$ cat src/rtl/regfile_wb_pkg.sv
// Shared types for the register-file writeback arbiter.
package regfile_wb_pkg;

  localparam int WB_ADDR_W = 5;
  localparam int WB_DATA_W = 32;
  localparam logic [4:0] REG_ZERO = 5'd0;

  typedef struct packed {
    logic [WB_ADDR_W-1:0] rd;
    logic [WB_DATA_W-1:0] wd;
  } wb_req_t;

  typedef enum logic {ST_NORMAL, ST_FORCE} arb_state_t;

endpackage

$ cat src/rtl/regfile_wb_arbiter_fifo.sv
// LSU writeback buffer: pointer-based FIFO, extra pointer bit separates full from empty.
// Entry export ports exist only when REGFILE_WB_SCOREBOARD_EN is defined.
module wb_fifo #(
  parameter int DEPTH = 4,
  parameter int WIDTH = 37
) (
  input  logic                        clk,
  input  logic                        rst,
  input  logic                        push,
  input  logic                        pop,
  input  logic [WIDTH-1:0]            wdata,
  output logic [WIDTH-1:0]            rdata,
  output logic                        full,
  output logic                        empty,
`ifdef REGFILE_WB_SCOREBOARD_EN
  output logic [DEPTH-1:0][WIDTH-1:0] entries,
  output logic [DEPTH-1:0]            entry_valid,
`endif
  output logic [$clog2(DEPTH):0]      count
);
  localparam int AW = $clog2(DEPTH);

  logic [AW:0] wr_ptr_q, wr_ptr_d, rd_ptr_q, rd_ptr_d;
  logic [DEPTH-1:0][WIDTH-1:0] mem_q, mem_d;

  always_comb begin
    count    = wr_ptr_q - rd_ptr_q;
    empty    = (wr_ptr_q == rd_ptr_q);
    full     = (wr_ptr_q[AW-1:0] == rd_ptr_q[AW-1:0]) && (wr_ptr_q[AW] != rd_ptr_q[AW]);
    rdata    = mem_q[rd_ptr_q[AW-1:0]];
    mem_d    = mem_q;
    wr_ptr_d = wr_ptr_q;
    rd_ptr_d = rd_ptr_q;
    if (push && !full) begin
      mem_d[wr_ptr_q[AW-1:0]] = wdata;
      wr_ptr_d = wr_ptr_q + 1'b1;
    end
    if (pop && !empty) rd_ptr_d = rd_ptr_q + 1'b1;
  end

  always_ff @(posedge clk or posedge rst) begin
    if (rst) begin
      wr_ptr_q <= '0;
      rd_ptr_q <= '0;
      mem_q    <= '0;
    end else begin
      wr_ptr_q <= wr_ptr_d;
      rd_ptr_q <= rd_ptr_d;
      mem_q    <= mem_d;
    end
  end

`ifdef REGFILE_WB_SCOREBOARD_EN
  logic [DEPTH-1:0][AW-1:0] slot_off;

  // A slot is live when its distance from the head is below the occupancy.
  always_comb begin
    entries = mem_q;
    for (int i = 0; i < DEPTH; i++) begin
      slot_off[i]    = AW'(i) - rd_ptr_q[AW-1:0];
      entry_valid[i] = ({1'b0, slot_off[i]} < count);
    end
  end
`endif

endmodule

$ cat src/rtl/regfile_wb_arbiter.sv
// Arbitrates the single register-file write port between pipeline and buffered LSU writebacks.
// Define REGFILE_WB_SCOREBOARD_EN to build the pending_mask scoreboard.
module regfile_wb_arbiter
  import regfile_wb_pkg::*;
#(
  parameter int FIFO_DEPTH   = 4,
  parameter int STARVE_LIMIT = 8,
  parameter int DATA_W       = WB_DATA_W,
  parameter int ADDR_W       = WB_ADDR_W
) (
  input  logic                         clk,
  input  logic                         rst,
  input  logic                         pipe_valid,
  output logic                         pipe_ready,
  input  logic [ADDR_W-1:0]            pipe_rd,
  input  logic [DATA_W-1:0]            pipe_wd,
  input  logic                         lsu_valid,
  output logic                         lsu_ready,
  input  logic [ADDR_W-1:0]            lsu_rd,
  input  logic [DATA_W-1:0]            lsu_wd,
  output logic                         rf_we,
  output logic [ADDR_W-1:0]            rf_ad,
  output logic [DATA_W-1:0]            rf_wd,
  output logic [$clog2(FIFO_DEPTH):0]  fifo_count,
  output logic [31:0]                  pending_mask
);
  localparam int SW = $clog2(STARVE_LIMIT) + 1;
  localparam int RW = ADDR_W + DATA_W;

  arb_state_t state_q, state_d;
  logic [SW-1:0] starve_q, starve_d;
  logic rf_we_q, rf_we_d;
  logic [ADDR_W-1:0] rf_ad_q, rf_ad_d;
  logic [DATA_W-1:0] rf_wd_q, rf_wd_d;
  logic fifo_pop, fifo_full, fifo_empty;
  logic [RW-1:0] fifo_head;
  logic sel_valid;
  logic [ADDR_W-1:0] sel_rd;
  logic [DATA_W-1:0] sel_wd;

`ifdef REGFILE_WB_SCOREBOARD_EN
  logic [FIFO_DEPTH-1:0][RW-1:0] fifo_entries;
  logic [FIFO_DEPTH-1:0]         fifo_entry_valid;
`endif

  wb_fifo #(.DEPTH(FIFO_DEPTH), .WIDTH(RW)) u_fifo (
    .clk         (clk),
    .rst         (rst),
    .push        (lsu_valid),
    .pop         (fifo_pop),
    .wdata       ({lsu_rd, lsu_wd}),
    .rdata       (fifo_head),
    .full        (fifo_full),
    .empty       (fifo_empty),
`ifdef REGFILE_WB_SCOREBOARD_EN
    .entries     (fifo_entries),
    .entry_valid (fifo_entry_valid),
`endif
    .count       (fifo_count)
  );

  assign lsu_ready = !fifo_full;

  always_comb begin
    state_d    = state_q;
    starve_d   = starve_q;
    pipe_ready = 1'b0;
    fifo_pop   = 1'b0;
    sel_valid  = 1'b0;
    sel_rd     = pipe_rd;
    sel_wd     = pipe_wd;
    case (state_q)
      ST_NORMAL: begin
        pipe_ready = 1'b1;
        if (pipe_valid) begin
          sel_valid = 1'b1;
        end else if (!fifo_empty) begin
          fifo_pop         = 1'b1;
          sel_valid        = 1'b1;
          {sel_rd, sel_wd} = fifo_head;
        end
        if (fifo_empty || fifo_pop) begin
          starve_d = '0;
        end else if (starve_q == SW'(STARVE_LIMIT - 1)) begin
          starve_d = '0;
          state_d  = ST_FORCE;
        end else begin
          starve_d = starve_q + 1'b1;
        end
      end
      ST_FORCE: begin
        fifo_pop         = !fifo_empty;
        sel_valid        = !fifo_empty;
        {sel_rd, sel_wd} = fifo_head;
        starve_d         = '0;
        state_d          = ST_NORMAL;
      end
      default: state_d = ST_NORMAL;
    endcase
    // x0 writes complete the handshake but never reach the register file.
    rf_we_d = sel_valid && (sel_rd != ADDR_W'(REG_ZERO));
    rf_ad_d = rf_we_d ? sel_rd : rf_ad_q;
    rf_wd_d = rf_we_d ? sel_wd : rf_wd_q;
  end

  always_ff @(posedge clk or posedge rst) begin
    if (rst) begin
      state_q  <= ST_NORMAL;
      starve_q <= '0;
      rf_we_q  <= 1'b0;
      rf_ad_q  <= '0;
      rf_wd_q  <= '0;
    end else begin
      state_q  <= state_d;
      starve_q <= starve_d;
      rf_we_q  <= rf_we_d;
      rf_ad_q  <= rf_ad_d;
      rf_wd_q  <= rf_wd_d;
    end
  end

  assign rf_we = rf_we_q;
  assign rf_ad = rf_ad_q;
  assign rf_wd = rf_wd_q;

`ifdef REGFILE_WB_SCOREBOARD_EN
  always_comb begin
    pending_mask = '0;
    for (int i = 0; i < FIFO_DEPTH; i++)
      if (fifo_entry_valid[i]) pending_mask[fifo_entries[i][RW-1:DATA_W]] = 1'b1;
    if (rf_we_q) pending_mask[rf_ad_q] = 1'b1;
    pending_mask[0] = 1'b0;
  end
`else
  assign pending_mask = 32'b0;
`endif

endmodule

$ cat config.mk
export PLATFORM = sky130hd
export DESIGN_NAME = regfile_wb_arbiter
export DESIGN_NICKNAME = d
export VERILOG_FILES = /design/src/rtl/regfile_wb_pkg.sv /design/src/rtl/regfile_wb_arbiter_fifo.sv /design/src/rtl/regfile_wb_arbiter.sv
export SDC_FILE = /design/constraint.sdc
export NUM_CORES = 1
export LEC_CHECK = 0
export CORE_MARGIN = 1
export CORE_UTILIZATION = 40
export DETAILED_ROUTE_END_ITERATION = 12
export GPL_TIMING_DRIVEN = 0
export PLACE_DENSITY = 0.61
export REMOVE_ABC_BUFFERS = 1
export SLEW_MARGIN = 40
export SYNTH_ARGS = -nofsm -noshare
export SYNTH_HDL_FRONTEND = slang
export SYNTH_HIERARCHICAL = 1
export SYNTH_SLANG_ARGS = --single-unit
$ cat constraint.sdc
create_clock -name clk -period 11.1 [get_ports clk]
set_clock_uncertainty 0.2 [all_clocks]
set_input_delay 2.22 -clock clk [delete_from_list [all_inputs] [get_ports clk]]
set_output_delay 2.22 -clock clk [all_outputs]
set_load 0.01 [all_outputs]
==> results of run 1 <==
-- cells by family (layout without fill, tap and decap cells) --
logic type,Yosys count,after routing,share of synthesized area [%]
muxes,230,230,32.4
xor gates and xnor gates,6,6,0.566
DFF,197,197,53.1
and+or+nand+nor,126,126,5.39
buffers and inverters,77,184,5.58
adders and majority gates,9,9,1.29
other,1,32,0.0404
AOI/OAI and AO/OA,20,20,1.59
-- path summary, 6_finish.rpt --
check / start / depth (start not counted) / end
max: u_fifo/rd_ptr_q[0] / 4 / fifo_count[2]
min: rf_wd[19] / 1 / rf_wd[19]
max reg2reg: u_fifo/rd_ptr_q[0] / 8 / rf_wd[8]
min reg2reg: rf_wd[19] / 1 / rf_wd[19]
max in group asynchronous: rst / 3 / u_fifo/mem_q[18]
min in group asynchronous: rst / 2 / rf_wd[24]
-- stage by stage --
stage,util (%),std cells,area (sq um),power [mW]
2_1_floorplan,-,633,8920,2.34
3_3_place_gp,46.2,1038,10500,2.79
3_5_place_dp,48.0,1058,10900,2.99
4_1_cts,50.5,1089,11500,3.59
5_1_grt,50.5,1089,11500,3.77
6_report,50.5,1089,11500,3.54
-- synth_stat cells (2+ instances only) --
library cell and number:
dfrtp_1 197, mux2_2 179, nand2_1 105, mux4_2 37
buf_4 35, inv_1 13, buf_6 12, clkbuf_1 10
ha_1 8, nor3_1 7, o21ai_0 7, buf_2 6
mux2_1 6, mux2i_1 6, nor2_1 6, xnor2_1 5
a21oi_2 3, and2_1 3, a21oi_1 2, nor4_1 2
-- final cells by class --
cell class	instances	area, sq um	share of cell area [%]
Tap cell	285	357	3.11
Clock buffer	23	478	4.16
Inverter	13	58.8	0.512
Multi-Input combinational cell	423	3990	34.8
Timing Repair Buffer	140	1570	13.6
Sequential cell	197	4940	43.0
Clock inverter	8	91.3	0.796
-- per-layer routing --
| layer | GRT usage (%) | vias up |
|---|---|---|
| li1 | - | 2534 |
| met5 | 0 | - |
| met4 | 4.76 | 2 |
| met1 | 24.0 | 2879 |
| met2 | 30.8 | 134 |
| met3 | 4.01 | 20 |
-- power groups by stage --
stage               Combinational [mW]  Clock (mW)  Sequential [mW]
finish                            1.63       0.593             1.32
detailed placement                1.66           0             1.33
floorplan                         1.03           0             1.31
global route                      1.77       0.643             1.36
global placement                  1.46           0             1.33
CTS                               1.66       0.611             1.32
-- worst reg2reg max path, stage by stage (launching register included) --
cell and delay, ns:
dfrtp_4 0.64, ha_1 0.40, nand2_1 0.19, nor2_1 0.40, o21ba_4 0.61, mux2i_2 0.23
a21oi_4 0.45, buf_8 0.25, mux2_2 0.37
-- flip-flops by register name (all words and copies together), names as in the netlist --
signal,count
rf_we,1
u_fifo/mem_q,148
rf_ad,5
rf_wd,32
u_fifo/rd_ptr_q,3
starve_q,4
u_fifo/wr_ptr_q,3
state_q,1
==> reports/results.tsv, run 1 <==
stage	metric	value	unit
cts	clock_sinks	197	
power_and_ir_drop	ir_drop	0.121	mV
drt	via_count	5569	
sta	tns	0	ns
logic_synthesis	netlist_area	9280	sq um
floorplan	die_w	154	um
critical_path	cp_data_arrival_time	2.50	ns
global_routing	grt-ovfl-total	0	
logic_synthesis	syn_avg_cell_area	13.9	sq um
final_layout	layout-drive-gt1-share	34.5	%
logic_synthesis	synthTopCellsByArea	dfrtp_1, mux2_2, mux4_2	
outcome	status	finished, final reports clean	
cts	cts_hold_buf	0	
place	post-place-ws	6.05	ns
sta	whs	0.286	ns
place	io_buffers	120	
critical_path	crit_type	reg -> out	
place	gp_congestion	0.764	
logic_synthesis	synth-edff-count	0	
final_layout	area_delta_synth_final	23.7	%
drt	met3_length	896	um
drt	wl_per_cell	18.8	um
global_routing	grt_pass1_vias	6053	
logic_synthesis	yosysUniqueCellTypes	37	
cts	clk_pin_slew	0.07	ns
drt	ant_nets	0	
floorplan	io_pins	153	
logic_synthesis	synth_top_area_share	53.1	%
run	cap_viol_max_count	0	
logic_synthesis	ys_async_sr_fraction	100	%
sta	worstMarginPinSlew	0.758	ns
cts	ctsHtreeMaxLevel	4	
sta	rsz0062_at_grt	no	
power_and_ir_drop	internal_power	2.38	mW
cts	clk_path_buf_depth	2	
drt	routed.top_layer	met5	
power_and_ir_drop	p_seq_share	37.2	%
critical_path	ff2ff_setup_slack	7.25	ns
critical_path	slowest_stage	dfrtp_4	
power_and_ir_drop	switching_power	1.16	mW
power_and_ir_drop	power.density	308	nW/um^2
global_routing	antenna_found_initial	1	
power_and_ir_drop	p_comb_share	46.1	%
global_routing	grt_max_degree	89	
drt	wl_met1	9.10	mm
cts	cts_tree	yes	
power_and_ir_drop	power.share.clock	16.8	%
logic_synthesis	synth.yosys.seq_area_share	53.1	%
cts	cts_setup_buffers	0	
logic_synthesis	synth_warnings	6	
min_path	hp-class	reg -> reg	
floorplan	initial_utilization	40.9	%
critical_path	critPathCaptureType	primary output	
drt	wl_met2	10.2	mm
final_layout	diodes	0	
logic_synthesis	ys_ff_latch	197	
logic_synthesis	syn_inst	666	
logic_synthesis	ys.flop_type	dfrtp_1	
critical_path	critPathBufInv	1	
sta	setup_viol	0	
floorplan	die_height	154	um
global_routing	grt_pass1_wl	33.2	mm
final_layout	num-nets-final	879	
drt	drt_iter0_markers	196	
critical_path	crit_fanout	18	
final_layout	n_fill_cell	1892	
critical_path	critPathMaxStageDelay	0.64	ns
critical_path	required	8.68	ns
drt	vias_per_cell	5.11	
sta	fin_ws	6.18	ns
cts	cts-root-buf	clkbuf_16	
drt	drc	0	
floorplan	row_count	55	
final_layout	final_common_cell	dfrtp_1	
place	hpwl	14.5	mm
drt	first_pass_iters	4	
cts	post_cts_resized	0	
sta	drv_slew	0	
critical_path	cpLargestDelayFamily	adder cells	
drt	finalWirelength	20.4	mm
final_layout	layout_common_cells	dfrtp_1, mux2_2, clkdlybuf4s50_1	
cts	clk_latency	0.42	ns
power_and_ir_drop	cellLeakagePower	4.91	nW
sta	period_minus_slack	4.92	ns
cts	cts_buffers	17	
global_routing	track_usage	18.3	%
floorplan	die_area	23800	sq um
critical_path	cp-start-kind	register	
sta	relSlewSlack	49.3	%
power_and_ir_drop	p_sw_share	32.7	%
floorplan	core	22700	sq um
sta	timing_hold_violations_final	0	
sta	finalCritPeriodShare	44.3	%
sta	max_freq	203	MHz
logic_synthesis	synth.largest_area_cell	dfrtp_1	
critical_path	path_cells	ha_1, fa_1, xnor2_1, clkdlybuf4s50_1	
No activity file was read; power rests on OpenSTA's default activity.
==> run 2: changes to the inputs <==
--- a/config.mk
+++ b/config.mk
@@ -9,7 +9,7 @@
 export CORE_UTILIZATION = 40
 export DETAILED_ROUTE_END_ITERATION = 12
 export GPL_TIMING_DRIVEN = 0
-export PLACE_DENSITY = 0.61
+export PLACE_DENSITY = 0.63
 export REMOVE_ABC_BUFFERS = 1
 export SLEW_MARGIN = 40
 export SYNTH_ARGS = -nofsm -noshare
==> constraint.sdc (replaced) <==
create_clock -name clk -period 4.5 [get_ports clk]
set_clock_uncertainty 0.2 [all_clocks]
set_input_delay 0.9 -clock clk [delete_from_list [all_inputs] [get_ports clk]]
set_output_delay 0.9 -clock clk [all_outputs]
set_load 0.01 [all_outputs]
==> reports/results.tsv, run 2 (synthesized netlist as in run 1, its figures left out) <==
stage	metric	value	unit	change
critical_path	crit_type	reg -> reg		
sta	worstMarginPinSlew	0.718	ns	-0.0404 ns
final_layout	area_delta_synth_final	23.6	%	about the same
place	placed_area	10900	sq um	unchanged
floorplan	initial_utilization	40.9	%	unchanged
critical_path	critPathCaptureType	register		
final_layout	multi_input_area	3990	sq um	unchanged
final_layout	layout_common_cells	dfrtp_1, mux2_2, clkdlybuf4s50_1		
final_layout	diodes	0		unchanged
cts	cts_buffers	17		unchanged
power_and_ir_drop	power.density	758	nW/um^2	+150%
drt	ant_nets	0		unchanged
sta	relSlewSlack	52.0	%	+2.7 points
sta	finalCritPeriodShare	90.3	%	
cts	cts-root-buf	clkbuf_16		
sta	max_freq	246	MHz	
drt	vias_per_cell	5.09		-0.40%
floorplan	die_height	154	um	unchanged
floorplan	row_count	55		unchanged
critical_path	required	4.62	ns	-4.06 ns
critical_path	critPathBufInv	3		+2
final_layout	stdcell_area	11500	sq um	about the same
cts	cts_hold_buf	0		unchanged
critical_path	cpLargestDelayFamily	compound AO/OA/AOI/OAI gates		
sta	period_minus_slack	4.06	ns	
final_layout	regArea	4940	sq um	unchanged
global_routing	grt_pass1_wl	33.3	mm	about the same
power_and_ir_drop	p_total	8.70	mW	+150%
critical_path	cp-start-kind	register		
final_layout	final_common_cell	dfrtp_1		
cts	clk_path_buf_depth	2		unchanged
global_routing	track_usage	18.2	%	-0.098 points
global_routing	grt-ovfl-total	0		unchanged
min_path	hp-class	reg -> reg		
drt	wl_per_cell	18.6	um	-0.81%
cts	post_cts_resized	0		unchanged
sta	setup_viol	0		unchanged
critical_path	slowest_stage	dfrtp_4		
drt	drc	0		unchanged
final_layout	num-nets-final	879		unchanged
critical_path	crit_fanout	39		+21
cts	clock_sinks	197		unchanged
place	post-place-ws	0.387	ns	-5.67 ns
critical_path	r2r-start	u_fifo/rd_ptr_q[1]		
global_routing	antenna_found_initial	1		unchanged
drt	via_count	5552		-0.31%
final_layout	n_fill_cell	1907		+0.79%
critical_path	startpoint	u_fifo/rd_ptr_q[1]		
critical_path	critPathMaxStageDelay	0.66	ns	+0.02 ns
cts	cts_setup_buffers	0		unchanged
sta	fin_ws	0.435	ns	-5.74 ns
drt	finalWirelength	20.3	mm	-0.71%
floorplan	io_pins	153		unchanged
power_and_ir_drop	cellLeakagePower	4.90	nW	about the same
min_path	hp-start	starve_q[0]		
sta	rsz0062_at_grt	no		
floorplan	die_area	23800	sq um	unchanged
sta	drv_slew	0		unchanged
global_routing	grt_max_degree	79		-11%
floorplan	die_w	154	um	unchanged
critical_path	cp_data_arrival_time	4.18	ns	+1.68 ns
run	cap_viol_max_count	0		unchanged
sta	timing_hold_violations_final	0		unchanged
cts	ctsHtreeMaxLevel	4		unchanged
place	hpwl	14.4	mm	-1.3%
drt	first_pass_iters	6		+2
outcome	status	finished, final reports clean		
cts	clk_pin_slew	0.07	ns	about the same
final_layout	largest_register_ffs	148		unchanged
place	io_buffers	120		unchanged
cts	cts_tree	yes		
final_layout	registers.top_by_ff_count	u_fifo/mem_q		
final_layout	layout-drive-gt1-share	34.9	%	+0.45 points
floorplan	core	22700	sq um	unchanged
global_routing	grt_pass1_vias	6142		+1.5%
power_and_ir_drop	ir_drop	0.338	mV	+180%
place	gp_congestion	0.740		-3.2%
cts	clk_latency	0.43	ns	about the same
critical_path	path_cells	buf_12, inv_1, ha_1, nand2_1, nor2_1, o21ba_4, mux2i_2, a21oi_4, buf_8, mux2_2		
drt	drt_iter0_markers	203		+3.6%
-- run 2: final timing paths --
path / endpoint / slack (ns) / cells after the start
max reg2reg: rf_wd[10] / 0.44 / 10
max: rf_wd[10] / 0.44 / 10
min reg2reg: starve_q[0] / 0.29 / 1
max in group asynchronous: u_fifo/rd_ptr_q[1] / 2.48 / 3
min in group asynchronous: rf_wd[23] / 0.71 / 2
min: starve_q[0] / 0.29 / 1
-- run 2: layout make-up --
cell class                      instances  area share (%)
Multi-Input combinational cell        423            34.8
Clock inverter                         14            1.05
Timing Repair Buffer                  140            13.7
Sequential cell                       197            43.1
Inverter                               13           0.513
Clock buffer                           18            3.83
Tap cell                              285            3.11
-- run 2: per-layer routing --
metal	vias to the layer above	routed length, um	track usage, %	part of all wire, %
li1	2517	-	-	-
met1	2867	9060	23.6	45
met3	24	821	4.23	4.0
met5	-	0	0	0
met4	0	264	5.09	1.3
met2	144	10100	30.5	50
-- run 2: metrics by stage --
step                TNS (ns)  hold slack, ns  cells  utilization [%]
floorplan            -128.10           0.240    633                -
global placement     -673.45           0.250   1038             46.2
detailed placement         0           0.282   1058             48.0
CTS                        0           0.297   1090             50.5
global route               0           0.309   1090             50.5
finish                     0           0.290   1090             50.5
-- run 2: power breakdown --
part	total, mW	internal, mW	switching, mW
Combinational	3.99	2.37	1.62
Sequential	3.26	2.69	0.568
Clock	1.45	0.740	0.707
==> run 3: changes to the inputs <==
--- a/config.mk
+++ b/config.mk
@@ -7,6 +7,7 @@
 export LEC_CHECK = 0
 export CORE_MARGIN = 1
 export CORE_UTILIZATION = 40
+export CTS_CLUSTER_SIZE = 10
 export DETAILED_ROUTE_END_ITERATION = 12
 export GPL_TIMING_DRIVEN = 0
 export PLACE_DENSITY = 0.63
==> results of run 3 <==
Same layout as run 2: the final DEF is identical, and so are final timing and power.
